$ cat config.mk
export PLATFORM = sky130hd
export DESIGN_NAME = bgpu_axi_mem_bridge
export DESIGN_NICKNAME = d
export VERILOG_FILES = /design/src/rtl/bgpu_axi_mem_bridge.sv
export SDC_FILE = /design/constraint.sdc
export NUM_CORES = 1
export LEC_CHECK = 0
export BUFFER_PORTS_ARGS = -buffer_cell sky130_fd_sc_hd__buf_4
export CAP_MARGIN = 20
export CORE_AREA = 2 2 116 118
export CTS_BUF_LIST = sky130_fd_sc_hd__clkbuf_16
export DETAILED_ROUTE_END_ITERATION = 10
export DIE_AREA = 0 0 118 120
export MAX_ROUTING_LAYER = met4
export PLACE_DENSITY = 0.82
export SLEW_MARGIN = 10
export SYNTH_ARGS = -nofsm -noshare
export SYNTH_HDL_FRONTEND = slang
export SYNTH_SLANG_ARGS = --single-unit
export TNS_END_PERCENT = 20
$ cat constraint.sdc
create_clock -name clk_i -period 7.9 [get_ports clk_i]
set_clock_uncertainty 0.1 [all_clocks]
set_input_delay 0 -clock clk_i [delete_from_list [all_inputs] [get_ports clk_i]]
set_output_delay 0 -clock clk_i [all_outputs]
set_load 0.05 [all_outputs]
$ cat src/rtl/bgpu_axi_mem_bridge.sv
// bgpu_axi_mem_bridge: AXI4 subordinate terminating the debug-bus AXI port
// onto a single-port, word-addressed SRAM. One burst in flight at a time,
// round-robin between reads and writes, per-beat error responses.

package bgpu_axi_mem_bridge_pkg;
    localparam int unsigned AxiAddrWidth = 32;
    localparam int unsigned AxiDataWidth = 32;
    localparam int unsigned AxiIdWidth   = 1;
    localparam int unsigned AxiUserWidth = 1;

    typedef struct packed {
        logic [AxiIdWidth-1:0]   id;
        logic [AxiAddrWidth-1:0] addr;
        logic [7:0]              len;
        logic [2:0]              size;
        logic [1:0]              burst;
        logic                    lock;
        logic [3:0]              cache;
        logic [2:0]              prot;
        logic [3:0]              qos;
        logic [3:0]              region;
        logic [5:0]              atop;
        logic [AxiUserWidth-1:0] user;
    } aw_chan_t;

    typedef struct packed {
        logic [AxiDataWidth-1:0]   data;
        logic [AxiDataWidth/8-1:0] strb;
        logic                      last;
        logic [AxiUserWidth-1:0]   user;
    } w_chan_t;

    typedef struct packed {
        logic [AxiIdWidth-1:0]   id;
        logic [1:0]              resp;
        logic [AxiUserWidth-1:0] user;
    } b_chan_t;

    typedef struct packed {
        logic [AxiIdWidth-1:0]   id;
        logic [AxiAddrWidth-1:0] addr;
        logic [7:0]              len;
        logic [2:0]              size;
        logic [1:0]              burst;
        logic                    lock;
        logic [3:0]              cache;
        logic [2:0]              prot;
        logic [3:0]              qos;
        logic [3:0]              region;
        logic [AxiUserWidth-1:0] user;
    } ar_chan_t;

    typedef struct packed {
        logic [AxiIdWidth-1:0]   id;
        logic [AxiDataWidth-1:0] data;
        logic [1:0]              resp;
        logic                    last;
        logic [AxiUserWidth-1:0] user;
    } r_chan_t;

    typedef struct packed {
        aw_chan_t aw;
        logic     aw_valid;
        w_chan_t  w;
        logic     w_valid;
        logic     b_ready;
        ar_chan_t ar;
        logic     ar_valid;
        logic     r_ready;
    } axi_req_t;

    typedef struct packed {
        logic    aw_ready;
        logic    ar_ready;
        logic    w_ready;
        logic    b_valid;
        b_chan_t b;
        logic    r_valid;
        r_chan_t r;
    } axi_rsp_t;
endpackage

module bgpu_axi_mem_bridge #(
    parameter int unsigned AddrWidth    = 32,
    parameter int unsigned DataWidth    = 32,
    parameter int unsigned IdWidth      = 1,
    parameter int unsigned MemAddrWidth = 10,
    parameter type axi_req_t = bgpu_axi_mem_bridge_pkg::axi_req_t,
    parameter type axi_rsp_t = bgpu_axi_mem_bridge_pkg::axi_rsp_t
) (
    input  logic                    clk_i,
    input  logic                    rst_i,
    input  axi_req_t                axi_req_i,
    output axi_rsp_t                axi_rsp_o,
    output logic                    mem_req_o,
    output logic                    mem_we_o,
    output logic [MemAddrWidth-1:0] mem_addr_o,
    output logic [DataWidth-1:0]    mem_wdata_o,
    output logic [DataWidth/8-1:0]  mem_be_o,
    input  logic [DataWidth-1:0]    mem_rdata_i
);
    localparam int unsigned OffW     = $clog2(DataWidth / 8);
    localparam int unsigned RangeW   = MemAddrWidth + OffW;
    localparam logic [2:0]  MaxSize  = 3'(OffW);
    localparam logic [1:0]  BurstFixed = 2'b00;
    localparam logic [1:0]  BurstWrap  = 2'b10;
    localparam logic [1:0]  RespOkay   = 2'b00;
    localparam logic [1:0]  RespSlvErr = 2'b10;

    typedef enum logic [2:0] {IDLE, WRITE, WRESP, RD_REQ, RD_WAIT, RD_RSP} state_e;

    state_e                 state_reg, state_next;
    logic [IdWidth-1:0]     id_reg;
    logic [AddrWidth-1:0]   addr_reg;
    logic [7:0]             len_reg;
    logic [7:0]             cnt_reg;
    logic [2:0]             size_reg;
    logic [1:0]             burst_reg;
    logic                   err_reg;
    logic [DataWidth-1:0]   rdata_reg;
    logic [1:0]             rresp_reg;
    logic                   last_was_write_reg;

    logic                   grant_write, grant_read;
    logic                   beat_err, beat_last;
    logic [AddrWidth-1:0]   addr_next;
    logic                   unused_req;

    // Only a few request fields matter; fold the whole struct so nothing dangles.
    assign unused_req = ^axi_req_i;

    // Round-robin: on a tie the direction not served last wins.
    assign grant_write = axi_req_i.aw_valid & (~axi_req_i.ar_valid | ~last_was_write_reg);
    assign grant_read  = axi_req_i.ar_valid & ~grant_write;

    // Current beat is illegal if too wide, WRAP, or beyond the SRAM.
    assign beat_err  = (size_reg > MaxSize) | (burst_reg == BurstWrap)
                     | ((addr_reg >> RangeW) != '0);
    assign beat_last = (cnt_reg == len_reg);
    assign addr_next = (burst_reg == BurstFixed) ? addr_reg
                                                 : addr_reg + (AddrWidth'(1) << size_reg);

    // State register.
    always_ff @(posedge clk_i) begin
        if (rst_i) state_reg <= IDLE;
        else       state_reg <= state_next;
    end

    // Next-state logic.
    always_comb begin
        state_next = state_reg;
        case (state_reg)
            IDLE: begin
                if (grant_write)     state_next = WRITE;
                else if (grant_read) state_next = RD_REQ;
            end
            WRITE:   if (axi_req_i.w_valid && beat_last) state_next = WRESP;
            WRESP:   if (axi_req_i.b_ready) state_next = IDLE;
            RD_REQ:  state_next = RD_WAIT;
            RD_WAIT: state_next = RD_RSP;
            RD_RSP:  if (axi_req_i.r_ready) state_next = beat_last ? IDLE : RD_REQ;
            default: state_next = IDLE;
        endcase
    end

    // Burst context, beat counter, sticky error and read-beat holding registers.
    always_ff @(posedge clk_i) begin
        if (rst_i) begin
            id_reg             <= '0;
            addr_reg           <= '0;
            len_reg            <= '0;
            cnt_reg            <= '0;
            size_reg           <= '0;
            burst_reg          <= '0;
            err_reg            <= 1'b0;
            rdata_reg          <= '0;
            rresp_reg          <= '0;
            last_was_write_reg <= 1'b0;
        end else begin
            case (state_reg)
                IDLE: begin
                    if (grant_write) begin
                        id_reg             <= axi_req_i.aw.id;
                        addr_reg           <= axi_req_i.aw.addr;
                        len_reg            <= axi_req_i.aw.len;
                        size_reg           <= axi_req_i.aw.size;
                        burst_reg          <= axi_req_i.aw.burst;
                        cnt_reg            <= '0;
                        err_reg            <= 1'b0;
                        last_was_write_reg <= 1'b1;
                    end else if (grant_read) begin
                        id_reg             <= axi_req_i.ar.id;
                        addr_reg           <= axi_req_i.ar.addr;
                        len_reg            <= axi_req_i.ar.len;
                        size_reg           <= axi_req_i.ar.size;
                        burst_reg          <= axi_req_i.ar.burst;
                        cnt_reg            <= '0;
                        err_reg            <= 1'b0;
                        last_was_write_reg <= 1'b0;
                    end
                end
                WRITE: begin
                    if (axi_req_i.w_valid) begin
                        err_reg  <= err_reg | beat_err;
                        addr_reg <= addr_next;
                        cnt_reg  <= cnt_reg + 8'd1;
                    end
                end
                RD_WAIT: begin
                    rdata_reg <= beat_err ? '0 : mem_rdata_i;
                    rresp_reg <= beat_err ? RespSlvErr : RespOkay;
                end
                RD_RSP: begin
                    if (axi_req_i.r_ready && !beat_last) begin
                        addr_reg <= addr_next;
                        cnt_reg  <= cnt_reg + 8'd1;
                    end
                end
                default: ;
            endcase
        end
    end

    // Outputs; everything is held quiet while reset is asserted so no handshake slips through.
    always_comb begin
        axi_rsp_o   = '0;
        mem_req_o   = 1'b0;
        mem_we_o    = 1'b0;
        mem_addr_o  = '0;
        mem_wdata_o = '0;
        mem_be_o    = '0;
        if (!rst_i) begin
            case (state_reg)
                IDLE: begin
                    axi_rsp_o.aw_ready = grant_write;
                    axi_rsp_o.ar_ready = grant_read;
                end
                WRITE: begin
                    axi_rsp_o.w_ready = 1'b1;
                    mem_req_o   = axi_req_i.w_valid & ~beat_err;
                    mem_we_o    = 1'b1;
                    mem_addr_o  = addr_reg[RangeW-1:OffW];
                    mem_wdata_o = axi_req_i.w.data;
                    mem_be_o    = axi_req_i.w.strb;
                end
                WRESP: begin
                    axi_rsp_o.b_valid = 1'b1;
                    axi_rsp_o.b.id    = id_reg;
                    axi_rsp_o.b.resp  = err_reg ? RespSlvErr : RespOkay;
                end
                RD_REQ: begin
                    mem_req_o  = ~beat_err;
                    mem_addr_o = addr_reg[RangeW-1:OffW];
                    mem_be_o   = '1;
                end
                RD_RSP: begin
                    axi_rsp_o.r_valid = 1'b1;
                    axi_rsp_o.r.id    = id_reg;
                    axi_rsp_o.r.data  = rdata_reg;
                    axi_rsp_o.r.resp  = rresp_reg;
                    axi_rsp_o.r.last  = beat_last;
                end
                default: ;
            endcase
        end
    end
endmodule

==> summary.txt, run 1 <==
Status = finished clean
Dpl cell area = 7934 um^2
Clock Sinks = 92
Post-synthesis sequential area ratio = 30.72%
Total Die Area = 14160 um^2
Setup Viol. Count Final = 0
CP startpoint kind = flop
Area Growth Syn to Fin = 51.37%
Clk Latency, worst-skew pair = 0.35 ns
H-tree depth = 3
Drt total wl = 21.93 mm
DRC violations left = 0
CTS Buf Count = 9
Min Clock Period, post-route = 3.423 ns
HPWL after detailed placement = 14.02 mm
CTS tree = yes
Mean routed wirelength per cell = 16.65 um
Cell repeated most along the worst path = buf_4
Vias per cell = 5.719
Period utilisation layout = 43.33%
Number of synthesized register bits = 92
Synth top area share = 30.72%
Initial antenna violation count = 0
Starting density of the core = 46.18%
Root buf cell = clkbuf_16
Ant. Diodes = 0
Commonest non-fill, non-tap cell in the layout = buf_4
RSZ-0062 raised after global routing = false
Antenna Nets Post-Route = 0
Slowest-stage cell, CP = nor2b_2
Pleak = 4.017 nW
Distinct cells, synth = 58
DRT Pass-1 Iters = 6
FP Rows = 42
NumNets Final = 1356
EDFF count, synth = 0
Fin. Hold Viols = 0
Slew of the pin with the lowest slew margin = 1.030 ns
Largest net degree at the start of global routing = 53
Share of flip-flops with an asynchronous set or reset = 0%
GRT Total Usage = 30.42%
Worst setup EP type = primary output
Core area = 12980 um^2
GR Overflow Total = 0
WP data arrival = 3.32 ns
CP Data Required Time = 7.80 ns
Number of max-cap violations = 0
Die Ht = 120 um
Slew HR = 31.05%
Slowest cell delay on critical path = 0.93 ns
Synth area leaders = dfxtp_1 (31%), nand2_1 (9.6%), a21oi_1 (7.6%), and2_1 (5.5%), nand3_1 (5.1%)
WS Path Type = reg2out
Worst Path Max Fanout = 52
Layout cell share with drive strength beyond 1 = 25.42%
Tightest Hold Check Type = in2reg
Fmax = 0.2921 GHz
Crit path cell chain = buf_4, nor3b_2, nor2b_2, and2_1, buf_4
Synthesized area = 5994 um^2
CTS max path bufs = 2
IO Port Bufs = 256
Fill count = 1033
Vias post-DR = 7532
Top Ports = 303
Worst vdd ir = 0.08670 mV
Design area = 9074 um^2
Commonest non-fill, non-tap cells in the layout = buf_4 (265), nand2_1 (154), dfxtp_1 (92), a21oi_1 (91), dlygate4sd3_1 (81)
Routability congestion estimate from global placement = 0.9137
Die X = 118 um
Vias in the first global route = 6800
Post-synthesis area per instance = 7.036 um^2
Setup TNS = 0 ns
Clock transition at path regs = 0.07 ns
Post-CTS Setup Inserts = 0
Synth Instances = 852
Power per cell area = 186.3 nW/um^2
Post-synth top area cell = dfxtp_1
Synth Flop Type = dfxtp_1
First-pass GRT wire length = 34.29 mm
Initial drt markers = 644
Resize count post-CTS = 0
Warnings, synthesis = 0
Max-slew violations = 0
-- timing repair --
| action | 4_1_cts | 5_1_grt |
|---|---|---|
| hold buffers | 81 | 0 |
| endpoints found under the setup margin | 0 | 0 |
| hold endpoints to repair | 59 | 0 |
-- layout make-up --
type / count / area, um^2 / area share, %
clock buffers: 9 / 225.2 / 2.482
well taps: 176 / 220.2 / 2.427
repair buffers: 348 / 2839 / 31.29
clock inverters: 6 / 65.06 / 0.7170
inverters: 8 / 30.03 / 0.3309
flip-flops and latches: 92 / 1842 / 20.30
multi-input cells: 678 / 3852 / 42.46
-- Yosys cell counts (3+ instances only) --
library cell  instances
nand2_1             154
dfxtp_1              92
a21oi_1              91
clkbuf_1             61
nand3_1              61
and2_1               53
nor2_1               39
and3_1               38
o21ai_0              28
nor3_1               17
o211ai_1             15
a311oi_1             14
nor4_1               14
xor2_1               12
or3_1                11
a211oi_1              9
a31oi_1               9
ha_1                  9
o21a_1                9
buf_2                 8
inv_1                 8
nor3b_1               8
o21ai_1               8
a21o_1                6
buf_4                 5
mux2i_1               5
nand2b_1              5
nand4_1               5
or4_1                 5
a211o_1               4
nand3b_1              4
o31ai_1               4
buf_1                 3
o221ai_1              3
o311ai_0              3
or4b_1                3
xnor2_1               3
-- report_power, final --
group	switching, mW	leakage (nW)	internal (mW)
sequential	0.0720	0.751	0.518
clock	0.192	0.143	0.244
combinational	0.388	3.12	0.276
-- layer usage --
metal  vias to the layer above  global-route usage [%]  part of all wire [%]  routed length [um]
li1                       3605                       -                     -                   -
met1                      3495                   36.93                    41                8946
met2                       385                   50.15                    49               10640
met3                        47                   5.703                   7.6                1675
met4                         0                   12.05                   3.0                 668
met5                         -                       -                     0                   0
-- worst paths after layout --
check                              startpoint               to  slack (ns)  depth (start not counted)
worst max register to register    size_reg[0]     addr_reg[20]        4.55                          9
worst max-delay path             state_reg[2]  mem_wdata_o[21]        4.48                          5
worst min register to register  rdata_reg[24]    rdata_reg[24]        0.35                          2
worst min-delay path            axi_req_i[53]     addr_reg[21]       0.002                          5
-- per-stage QoR --
stage | cells | utilization [%] | hold slack [ns] | worst slack [ns] | total power, mW
2_1_floorplan | 855 | - | 0.05188 | 5.080 | 0.9826
4_1_cts | 1315 | 69.61 | 0.001882 | 4.514 | 1.665
3_5_place_dp | 1219 | 61.12 | 0.1731 | 4.636 | 1.179
5_1_grt | 1317 | 69.91 | 0.03980 | 4.242 | 1.770
3_3_place_gp | 1219 | 61.12 | 0.1697 | 4.676 | 1.170
6_report | 1317 | 69.91 | 0.001515 | 4.477 | 1.690
-- kinds of logic (layout without fill, tap and decap cells) --
logic type	count (synthesis)	in the layout	share of synthesized area (%)
other cells	1	4	0.06256
simple gates	425	425	35.38
mux	5	5	0.8349
flops	92	92	30.72
buf+inv	85	371	5.803
compound gates	219	219	22.79
xor+xnor	15	15	2.192
fa+ha+maj	10	10	2.213
-- worst max-delay path: cells and delay by family, from the launching register on --
kind,cells,cell delay (ns)
buffers and inverters,2,0.52
AND/OR/NAND/NOR,3,2.14
flip-flops,1,0.30
Note: power is estimated with default switching activity, not from simulation.
==> run 2, diff against run 1 <==
- CORE_AREA: 2 2 116 118 -> not set
- CORE_ASPECT_RATIO: not set -> 2
- CORE_MARGIN: not set -> 2
- CORE_UTILIZATION: not set -> 42
- DIE_AREA: 0 0 118 120 -> not set
- PLACE_DENSITY: 0.82 -> 0.79
- clock period: 7.9 -> 3.1 ns (I/O delays scaled with it)
==> run 2 against run 1 <==
Global-route usage fell by 0.79 points; wire length rose by 3.2%; register-to-register slack got worse by 4.3 ns; first-iteration DRC count fell by 37%; cell area rose by 2.5%; sequential power rose to 2.5 times the previous value; power rose to 2.6 times the previous value; die area rose by 8.1%; clock power rose to 2.6 times the previous value.
==> summary.txt, run 2 (synthesized netlist as in run 1, its figures left out) <==
Top Ports = 303 (unchanged)
WS Path Type = reg2reg
First-pass GRT wire length = 35.44 mm (+3.3%)
Design area = 9300 um^2 (+2.5%)
Pleak = 4.138 nW (+3.0%)
Period utilisation layout = 92.05%
CTS tree = yes
GRT Total Usage = 29.63% (-0.79 points)
R2R Path End = addr_reg[29]
NumNets Final = 1383 (+2.0%)
Min Clock Period, post-route = 2.854 ns
Worst setup EP type = flop
Antenna Nets Post-Route = 0 (unchanged)
Total Die Area = 15300 um^2 (+8.1%)
Tightest Hold Check Type = in2reg
Drt total wl = 22.63 mm (+3.2%)
Crit path capture = addr_reg[29]
Setup Viol. Count Final = 0 (unchanged)
R2R Setup Slk = 0.25 ns (-4.30 ns)
Setup TNS = 0 ns (unchanged)
Reg-to-Reg Start = size_reg[1]
HPWL after detailed placement = 15.34 mm (+9.4%)
Clock transition at path regs = 0.07 ns (about the same)
GR Overflow Total = 0 (unchanged)
RSZ-0062 raised after global routing = false
Slew of the pin with the lowest slew margin = 0.8620 ns (-0.1678 ns)
DRT Pass-1 Iters = 5 (-1)
CP startpoint kind = flop
Fin. Hold Viols = 0 (unchanged)
Die Ht = 173.0 um (+44%)
H-tree depth = 3 (unchanged)
Design Power = 4.346 mW (+160%)
Ant. Diodes = 0 (unchanged)
Worst Path Max Fanout = 10 (-81%)
Vias per cell = 5.652 (-1.2%)
Layout cell share with drive strength beyond 1 = 26.43% (+1.0 points)
Power per cell area = 467.3 nW/um^2 (+150%)
Starting density of the core = 43.15% (-3.0 points)
Fmax = 0.3504 GHz
CP Data Required Time = 3.24 ns (-4.56 ns)
Dpl cell area = 8074 um^2 (+1.8%)
Worst Setup SP = size_reg[1]
Die X = 88.48 um (-25%)
Max-slew violations = 0 (unchanged)
Clock Sinks = 92 (unchanged)
CTS max path bufs = 2 (unchanged)
Slew HR = 42.53% (+11 points)
Root buf cell = clkbuf_16
Number of max-cap violations = 0 (unchanged)
Vias post-DR = 7676 (+1.9%)
Commonest non-fill, non-tap cells in the layout = buf_4 (283), nand2_1 (154), dlygate4sd3_1 (92), a21oi_1 (91), dfxtp_1 (91)
R2R cell count = 7 (-2)
WP data arrival = 3.00 ns (-0.32 ns)
Largest net degree at the start of global routing = 79 (+49%)
Vias in the first global route = 7459 (+9.7%)
FP Rows = 61 (+45%)
Clk Latency, worst-skew pair = 0.36 ns (about the same)
Commonest non-fill, non-tap cell in the layout = buf_4
Core area = 13890 um^2 (+7.0%)
Post-CTS Setup Inserts = 0 (unchanged)
DRC violations left = 0 (unchanged)
Routability congestion estimate from global placement = 0.9080 (-0.62%)
Area Growth Syn to Fin = 55.15%
Mean routed wirelength per cell = 16.67 um (+0.11%)
CTS Buf Count = 9 (unchanged)
IO Port Bufs = 256 (unchanged)
Status = finished clean
Initial antenna violation count = 0 (unchanged)
Initial drt markers = 405 (-37%)
Worst vdd ir = 0.2882 mV (+230%)
==> run 2: cell count changes in the layout (fill, tap and decap cells not counted), sizes merged <==
cell and change:
buf +16, dlygate4sd3 +11, inv +4, clkinv -3, bufinv -1, clkinvlp +1
==> run 2: per-stage QoR <==
step                hold slack [ns]  cells  utilization [%]  worst slack, ns
global route                0.01420   1358            66.95          0.08971
global placement             0.1687   1250            58.12           0.2833
finish                     0.001641   1358            66.95           0.2465
floorplan                   0.05188    855                -           0.2796
detailed placement           0.1741   1250            58.12           0.2312
CTS                        0.001924   1358            66.92           0.1919
==> run 2: routing by layer <==
| layer | track usage, % | up-vias | share of wire (%) |
|---|---|---|---|
| met5 | - | - | 0 |
| met1 | 30.13 | 3555 | 35 |
| li1 | - | 3662 | - |
| met3 | 5.632 | 82 | 8.2 |
| met4 | 15.66 | 0 | 4.6 |
| met2 | 51.79 | 377 | 52 |
==> run 2: worst min path at each step <==
stage,from,end,slack [ns],cells after the start
finish,axi_req_i[173],addr_reg[31],0.002,4
global route,axi_req_i[63],addr_reg[31],0.01,4
CTS,axi_req_i[61],addr_reg[29],0.002,5
detailed placement,mem_rdata_i[2],rdata_reg[2],0.17,3
global placement,mem_rdata_i[11],rdata_reg[11],0.17,3
floorplan,mem_rdata_i[0],rdata_reg[0],0.05,2
==> run 2: layout make-up <==
cell class              count  area (um^2)
clock inverters             7        75.07
clock buffers               9        225.2
fillers                  1156         4591
well taps                 189        236.5
flip-flops and latches     92         1843
inverters                   8        30.03
repair buffers            375         3045
multi-input cells         678         3845
==> run 2: what timing repair did <==
item,in CTS,in global routing
setup endpoints to repair,0,3
hold buffers,92,0
gates resized for setup,0,2
hold endpoints to repair,64,0
==> run 2: critical path, stage by stage, from the launching register on <==
cell and delay (ns):
dfxtp_1 0.50, and3b_1 0.24, ha_1 0.40, and2_1 0.19, o2111ai_1 0.10, o21a_1 0.30, or4b_1 0.54, a2111oi_1 0.37
==> run 2: report_power, final <==
group,total (mW),switching [mW],internal [mW]
sequential,1.50,0.183,1.32
clock,1.12,0.550,0.574
combinational,1.72,0.984,0.736
total,4.35,1.72,2.63
